<file path="src/rtl/apb4_reg_slave_if.sv">
// APB4 bus bundle between one master and one register slave.
// The master drives address/control/write data; the slave answers with prdata/pready/pslverr.
interface apb4_reg_slave_if #(
  parameter int ADDR_WIDTH = 12,
  parameter int DATA_WIDTH = 32
);
  logic [ADDR_WIDTH-1:0]   paddr;
  logic                    psel;
  logic                    penable;
  logic                    pwrite;
  logic [DATA_WIDTH-1:0]   pwdata;
  logic [DATA_WIDTH/8-1:0] pstrb;
  logic [DATA_WIDTH-1:0]   prdata;
  logic                    pready;
  logic                    pslverr;

  modport master (
    output paddr, psel, penable, pwrite, pwdata, pstrb,
    input  prdata, pready, pslverr
  );

  modport slave (
    input  paddr, psel, penable, pwrite, pwdata, pstrb,
    output prdata, pready, pslverr
  );
endinterface

</file>
<file path="src/rtl/apb4_reg_slave.sv">
// APB4 slave with a byte-strobed register bank and optional read-only slots.
// Transfers take 2+WAIT_STATES cycles; writes land one cycle after completion, with a matching wr_pulse.
module apb4_reg_slave #(
  parameter int                      ADDR_WIDTH  = 12,
  parameter int                      DATA_WIDTH  = 32,
  parameter int                      NUM_REGS    = 16,
  parameter int                      WAIT_STATES = 0,
  parameter logic [NUM_REGS-1:0]     RO_MASK     = '0,
  parameter logic [DATA_WIDTH-1:0]   RESET_VAL   = '0
) (
  input  logic                           pclk,
  input  logic                           presetn,
  apb4_reg_slave_if.slave                apb,
  input  logic [NUM_REGS*DATA_WIDTH-1:0] ro_d,
  output logic [NUM_REGS*DATA_WIDTH-1:0] reg_q,
  output logic [NUM_REGS-1:0]            wr_pulse
);

  localparam int STRB_W = DATA_WIDTH / 8;
  localparam int AL     = $clog2(STRB_W);
  localparam int IDX_W  = (NUM_REGS > 1) ? $clog2(NUM_REGS) : 1;

  typedef enum logic {S_IDLE, S_ACCESS} state_t;

  state_t                state_q, state_d;
  logic [3:0]            cnt_q, cnt_d;
  logic [ADDR_WIDTH-1:0] addr_q, addr_d;
  logic                  write_q, write_d;
  logic [DATA_WIDTH-1:0] wdata_q, wdata_d;
  logic [STRB_W-1:0]     strb_q, strb_d;
  logic [DATA_WIDTH-1:0] prdata_q, prdata_d;
  logic                  pready_q, pready_d;
  logic                  pslverr_q, pslverr_d;
  logic [NUM_REGS-1:0]   wr_pulse_q, wr_pulse_d;

  logic [ADDR_WIDTH-1:0] dec_addr, dec_word;
  logic [IDX_W-1:0]      dec_idx;
  logic                  dec_write, dec_misal, dec_range, dec_ro, dec_err;
  logic [DATA_WIDTH-1:0] rd_word;
  logic [DATA_WIDTH-1:0] reg_word [NUM_REGS];
  logic [NUM_REGS-1:0]   wr_en;
  logic                  raise, complete;

  // In IDLE the decode looks at the live bus so a zero-wait transfer can answer in its first access cycle.
  always_comb begin
    dec_addr  = (state_q == S_IDLE) ? apb.paddr  : addr_q;
    dec_write = (state_q == S_IDLE) ? apb.pwrite : write_q;
    dec_word  = dec_addr >> AL;
    dec_idx   = dec_word[IDX_W-1:0];
    dec_misal = |(dec_addr & ADDR_WIDTH'(STRB_W - 1));
    dec_range = (dec_word < ADDR_WIDTH'(NUM_REGS));
    dec_ro    = dec_range & RO_MASK[dec_idx];
    dec_err   = dec_misal | ~dec_range | (dec_write & dec_ro);
    rd_word   = dec_range ? reg_word[dec_idx] : '0;
  end

  always_comb begin
    state_d    = state_q;
    cnt_d      = cnt_q;
    addr_d     = addr_q;
    write_d    = write_q;
    wdata_d    = wdata_q;
    strb_d     = strb_q;
    pready_d   = 1'b0;
    pslverr_d  = 1'b0;
    prdata_d   = '0;
    raise      = 1'b0;
    complete   = 1'b0;
    wr_en      = '0;

    case (state_q)
      S_IDLE: begin
        if (apb.psel && !apb.penable) begin
          addr_d  = apb.paddr;
          write_d = apb.pwrite;
          wdata_d = apb.pwdata;
          strb_d  = apb.pstrb;
          cnt_d   = 4'(WAIT_STATES);
          state_d = S_ACCESS;
          raise   = (WAIT_STATES == 0);
        end
      end
      S_ACCESS: begin
        if (!apb.psel) begin
          state_d = S_IDLE;
          cnt_d   = '0;
        end else if (pready_q) begin
          // pready is held for one cycle only; without penable the transfer is dropped.
          complete = apb.penable;
          state_d  = S_IDLE;
          cnt_d    = '0;
        end else if (cnt_q <= 4'd1) begin
          raise = 1'b1;
          cnt_d = '0;
        end else begin
          cnt_d = cnt_q - 4'd1;
        end
      end
      default: state_d = S_IDLE;
    endcase

    if (raise) begin
      pready_d  = 1'b1;
      pslverr_d = dec_err;
      prdata_d  = (!dec_write && !dec_err) ? rd_word : '0;
    end

    // pslverr_q still holds this transfer's error verdict during the completion cycle.
    if (complete && write_q && !pslverr_q && (|strb_q))
      wr_en[dec_idx] = 1'b1;
    wr_pulse_d = wr_en;
  end

  always_ff @(posedge pclk or negedge presetn) begin
    if (!presetn) begin
      state_q    <= S_IDLE;
      cnt_q      <= '0;
      addr_q     <= '0;
      write_q    <= 1'b0;
      wdata_q    <= '0;
      strb_q     <= '0;
      prdata_q   <= '0;
      pready_q   <= 1'b0;
      pslverr_q  <= 1'b0;
      wr_pulse_q <= '0;
    end else begin
      state_q    <= state_d;
      cnt_q      <= cnt_d;
      addr_q     <= addr_d;
      write_q    <= write_d;
      wdata_q    <= wdata_d;
      strb_q     <= strb_d;
      prdata_q   <= prdata_d;
      pready_q   <= pready_d;
      pslverr_q  <= pslverr_d;
      wr_pulse_q <= wr_pulse_d;
    end
  end

  for (genvar i = 0; i < NUM_REGS; i++) begin : g_reg
    if (RO_MASK[i]) begin : g_ro
      assign reg_word[i] = ro_d[i*DATA_WIDTH +: DATA_WIDTH];
    end else begin : g_rw
      logic [DATA_WIDTH-1:0] word_q, word_d;
      logic                  unused_ro;

      assign unused_ro = ^ro_d[i*DATA_WIDTH +: DATA_WIDTH];

      always_comb begin
        word_d = word_q;
        if (wr_en[i]) begin
          for (int b = 0; b < STRB_W; b++) begin
            if (strb_q[b]) word_d[b*8 +: 8] = wdata_q[b*8 +: 8];
          end
        end
      end

      always_ff @(posedge pclk or negedge presetn) begin
        if (!presetn) word_q <= RESET_VAL;
        else          word_q <= word_d;
      end

      assign reg_word[i] = word_q;
    end
    assign reg_q[i*DATA_WIDTH +: DATA_WIDTH] = reg_word[i];
  end

  assign apb.prdata  = prdata_q;
  assign apb.pready  = pready_q;
  assign apb.pslverr = pslverr_q;
  assign wr_pulse    = wr_pulse_q;

endmodule
</file>
<file path="src/flat_wrapper.sv">
// flat-port wrapper written by rule: the top's interface ports become plain ports
module apb4_reg_slave_flat 
#(
  parameter int                      ADDR_WIDTH  = 12,
  parameter int                      DATA_WIDTH  = 32,
  parameter int                      NUM_REGS    = 16,
  parameter int                      WAIT_STATES = 0,
  parameter logic [NUM_REGS-1:0]     RO_MASK     = '0,
  parameter logic [DATA_WIDTH-1:0]   RESET_VAL   = '0
)
  (pclk, presetn, ro_d, reg_q, wr_pulse, apb_paddr, apb_psel, apb_penable, apb_pwrite, apb_pwdata, apb_pstrb, apb_prdata, apb_pready, apb_pslverr);
  apb4_reg_slave_if #(.ADDR_WIDTH(ADDR_WIDTH), .DATA_WIDTH(DATA_WIDTH)) apb_i ();
  input  logic pclk;
  input  logic presetn;
  input  logic [NUM_REGS*DATA_WIDTH-1:0] ro_d;
  output logic [NUM_REGS*DATA_WIDTH-1:0] reg_q;
  output logic [NUM_REGS-1:0] wr_pulse;
  input wire logic [$bits(apb_i.paddr)-1:0] apb_paddr;
  input wire logic [$bits(apb_i.psel)-1:0] apb_psel;
  input wire logic [$bits(apb_i.penable)-1:0] apb_penable;
  input wire logic [$bits(apb_i.pwrite)-1:0] apb_pwrite;
  input wire logic [$bits(apb_i.pwdata)-1:0] apb_pwdata;
  input wire logic [$bits(apb_i.pstrb)-1:0] apb_pstrb;
  output wire logic [$bits(apb_i.prdata)-1:0] apb_prdata;
  output wire logic [$bits(apb_i.pready)-1:0] apb_pready;
  output wire logic [$bits(apb_i.pslverr)-1:0] apb_pslverr;
  assign apb_i.paddr = apb_paddr;
  assign apb_i.psel = apb_psel;
  assign apb_i.penable = apb_penable;
  assign apb_i.pwrite = apb_pwrite;
  assign apb_i.pwdata = apb_pwdata;
  assign apb_i.pstrb = apb_pstrb;
  assign apb_prdata = apb_i.prdata;
  assign apb_pready = apb_i.pready;
  assign apb_pslverr = apb_i.pslverr;
  apb4_reg_slave #(.ADDR_WIDTH(ADDR_WIDTH), .DATA_WIDTH(DATA_WIDTH), .NUM_REGS(NUM_REGS), .WAIT_STATES(WAIT_STATES), .RO_MASK(RO_MASK), .RESET_VAL(RESET_VAL)) u_core (.pclk(pclk), .presetn(presetn), .apb(apb_i), .ro_d(ro_d), .reg_q(reg_q), .wr_pulse(wr_pulse));
endmodule
</file>
<file path="config.mk">
export PLATFORM = sky130hd
export DESIGN_NAME = apb4_reg_slave_flat
export DESIGN_NICKNAME = d
export VERILOG_FILES = /design/src/rtl/apb4_reg_slave_if.sv /design/src/rtl/apb4_reg_slave.sv /design/src/flat_wrapper.sv
export SDC_FILE = /design/constraint.sdc
export NUM_CORES = 1
export LEC_CHECK = 0
export CELL_PAD_IN_SITES_DETAIL_PLACEMENT = 0
export CELL_PAD_IN_SITES_GLOBAL_PLACEMENT = 2
export CORE_AREA = 2 2 433 435
export DETAILED_ROUTE_END_ITERATION = 6
export DIE_AREA = 0 0 435 437
export DONT_BUFFER_PORTS = 1
export PLACE_DENSITY = 0.38
export SETUP_SLACK_MARGIN = 0.4
export SYNTH_ARGS = -nofsm -noshare
export SYNTH_HDL_FRONTEND = slang
export SYNTH_SLANG_ARGS = --single-unit
</file>
<file path="constraint.sdc">
create_clock -name pclk -period 2.7 [get_ports pclk]
set_clock_uncertainty 0.2 [all_clocks]
set_input_delay 0.54 -clock pclk [delete_from_list [all_inputs] [get_ports pclk]]
set_output_delay 0.54 -clock pclk [all_outputs]
set_load 0.01 [all_outputs]
</file>
==> run_results.csv <==
group,metric,value,unit
power_and_ir_drop,leakage,0.0172,uW
yosys,yosysWarnings,0,
cells_and_area,final_nets,2940,
critical_path,critical_path_required,3.08,ns
yosys,synthesis.nets,2649,
yosys,synth_top_flop_cell,"dfrtp_1",
global_routing,grt_pass1_vias,21100,
yosys,synthMuxAreaShare,23.5,%
yosys,seq_area_frac_synth,57.1,%
placement,dp_hpwl,107000,um
outcome,violations,"negative hold slack",
sta,holdWs,-0.657,ns
yosys,synth-compound-area-share,10.1,%
route,drt_iter0_drc,1239,
clock_network,clockBufferDepth,3,
yosys,ys_types,48,
floorplan,die_area,190000,um^2
sta,fin_setup_tns,0,ns
flow_run,max-cap-violations,0,
critical_path,criticalPathCategory,"reg2reg",
yosys,synth-xor-area-share,0,%
global_routing,grt_pass1_wl,204000,um
critical_path,slowest_delay,0.47,ns
clock_network,cts_tree,"built",
sta,rsz0062_at_grt,"true",
placement,port_buffers,0,
clock_network,cts_max_level,3,
floorplan,coreArea,185000,um^2
route,wirelength,156000,um
critical_path,crit_arrival,3.02,ns
clock_network,numCtsBuffers,84,
critical_path,critPathCaptureType,"register",
yosys,yosys.area_share.adder,0.0927,%
route,first_pass_iters,5,
placement,dp.cells,4633,
floorplan,start_util,14.6,%
critical_path,path_buf_inv,3,
route,ant_nets,0,
floorplan,dieWidth,435,um
yosys,yosys.area_share.simple,6.72,%
floorplan,num_rows,158,
route,via_count,20300,
critical_path,cp_top_family,"simple AND/OR/NAND/NOR gates",
route,vias_per_cell,4.12,
floorplan,die_y,437,um
global_routing,grt_overflow,0,
power_and_ir_drop,power,25900,uW
outcome,status,"complete, but fails checks",
sta,slew_viol_final,0,
sta,worstMarginPinSlew,0.995,ns
clock_network,cts.clk_slew.worst_paths,0.06,ns
sta,period_needed,2.64,ns
yosys,synth_edf_count,0,
cells_and_area,syn_to_final_growth,42.6,%
power_and_ir_drop,ir_drop,0.387,mV
global_routing,grt_antenna_before_repair,11,
clock_network,cts_root_buf,"clkbuf_16",
sta,setup_viol,0,
sta,finalCritPeriodShare,97.7,%
yosys,synth_cells,2082,
route,routedWlPerCell,31.8,um
power_and_ir_drop,powerDensity,672,nW/um^2
yosys,synth_seq_cells,616,
critical_path,start_kind,"register",
placement,place.gp.congestion,0.785,
cells_and_area,layoutNonFillerInstCount,4922,
cells_and_area,drive_gt1_share,49.0,%
yosys,avgSynthCellArea,13.0,um^2
clock_network,postCtsHoldBufs,52,
route,drcViolationCount,0,
cells_and_area,nFillCells,19900,
yosys,postSynth.asyncResetShare,100,%
sta,maxSlewHeadroom,33.7,%
critical_path,worstPathCellList,"buf_6 -> or3b_4 -> and2_4 -> or2_4 -> buf_8 -> nor2_8 -> buf_12 -> mux2_4",
critical_path,crit_slowest_cell,"dfrtp_2",
clock_network,clk_latency,0.70,ns
global_routing,grtUsageTotal,15.7,%
cells_and_area,fin_util,20.8,%
yosys,synth_top_family_by_area,"multiplexers",
hold_path,hold_class,"in2async",
cells_and_area,mostFrequentLayoutCell,"dfrtp_1",
global_routing,grt_max_degree,617,
critical_path,cp_max_fo,6,
sta,hold_viol,428,
yosys,syn-cell-area,27000,um^2
cells_and_area,final_cell_mix,"612 x dfrtp_1, 454 x mux2_2, 251 x a21oi_1",
cells_and_area,multi_input_area,12400,um^2
floorplan,io_pins,1127,
clock_network,cts_sinks,616,
cells_and_area,seq_area,15400,um^2
sta,max_clock_freq,379,MHz
## state kept, by name (all words and copies together) (netlist names), 4 cells and up
| signal | flops |
|---|---|
| u_core.addr_q | 12 |
| u_core.apb.prdata | 32 |
| u_core.cnt_q | 4 |
| u_core.g.g_rw.word_q | 512 |
| u_core.strb_q | 4 |
| u_core.wdata_q | 32 |
| u_core.wr_pulse | 16 |
## cells in the mapped netlist, types with 2 or more instances
master / count / area (um^2)
o31ai_1: 2 / 15.0
nand2_1: 18 / 67.6
mux2_2: 549 / 6180
o22ai_1: 160 / 1000
or2_1: 2 / 12.5
nor2_2: 34 / 213
buf_6: 2 / 22.5
clkbuf_1: 95 / 357
nand3_2: 4 / 40.0
nor3_1: 12 / 60.1
a21oi_1: 257 / 1290
nand3b_1: 3 / 22.5
buf_2: 38 / 190
and2_1: 4 / 25.0
inv_1: 4 / 15.0
dfrtp_1: 616 / 15400
nor4bb_1: 32 / 320
nand2b_1: 5 / 31.3
nor2_1: 12 / 45.0
mux2_1: 12 / 135
nand2_2: 11 / 68.8
nor2_8: 8 / 160
nand3_1: 7 / 35.0
nor2b_1: 3 / 18.8
buf_1: 15 / 56.3
o21ai_0: 70 / 350
nor3_4: 4 / 65.1
nor2_4: 12 / 135
nor4_1: 68 / 425
or3b_1: 2 / 17.5
ha_1: 2 / 25.0
buf_4: 3 / 22.5
## cell type report
class | count | area share, %
Antenna cell | 3 | 0.0195
Clock inverter | 25 | 0.781
Multi-Input combinational cell | 1309 | 32.2
Timing Repair Buffer | 358 | 12.3
Inverter | 4 | 0.0390
Clock buffer | 127 | 6.54
Tap cell | 2480 | 8.07
Sequential cell | 616 | 40.1
## power by group
group,switching (uW),internal (uW)
Clock,4660,6900
Sequential,922,9490
Combinational,2160,1740
Total,7740,18100
## logic make-up after synthesis
logic type      count (synthesis)
flops                         616
mux                           562
compound gates                498
simple gates                  247
buf+inv                       157
fa+ha+maj                       2
## repair_timing
| item | 4_1_cts | 5_1_grt |
|---|---|---|
| pin swaps | 32 | 50 |
| gates cloned | 5 | 5 |
| gates resized for setup | 126 | 246 |
| endpoints found under the setup margin | 546 | 546 |
| hold endpoints to repair | 672 | 428 |
| setup buffers | 36 | 33 |
## per-stage QoR
| stage | area, um^2 | setup WS (ns) |
|---|---|---|
| CTS | 36800 | 0.0682 |
| floorplan | 27000 | 0.350 |
| detailed placement | 32400 | -0.266 |
| global placement | 32400 | -0.255 |
| finish | 38500 | 0.0613 |
| global route | 38500 | 0.0127 |
## final timing paths
path                                  start                         endpoint  slack (ns)  cells past startpoint
min in group pclk              apb_paddr[4]               u_core.wr_pulse[2]        0.15                      4
min                                 presetn   u_core.g_reg[8].g_rw.word_q[3]       -0.66                      0
max reg2reg                  u_core.state_q   u_core.g_reg[5].g_rw.word_q[3]        0.06                      8
max in group asynchronous           presetn  u_core.g_reg[7].g_rw.word_q[20]        0.99                      2
max                          u_core.state_q   u_core.g_reg[5].g_rw.word_q[3]        0.06                      8
min reg2reg                u_core.addr_q[8]                 u_core.addr_q[8]        0.31                      1
## layer usage
metal | up-vias | global-route usage, % | share of wire, %
li1 | 8413 | - | -
met1 | 10900 | 17.9 | 39
met2 | 766 | 27.5 | 50
met3 | 210 | 5.17 | 7.0
met4 | 0 | 5.51 | 3.5
met5 | - | 0 | 0
(Power assumes the default switching activity.)
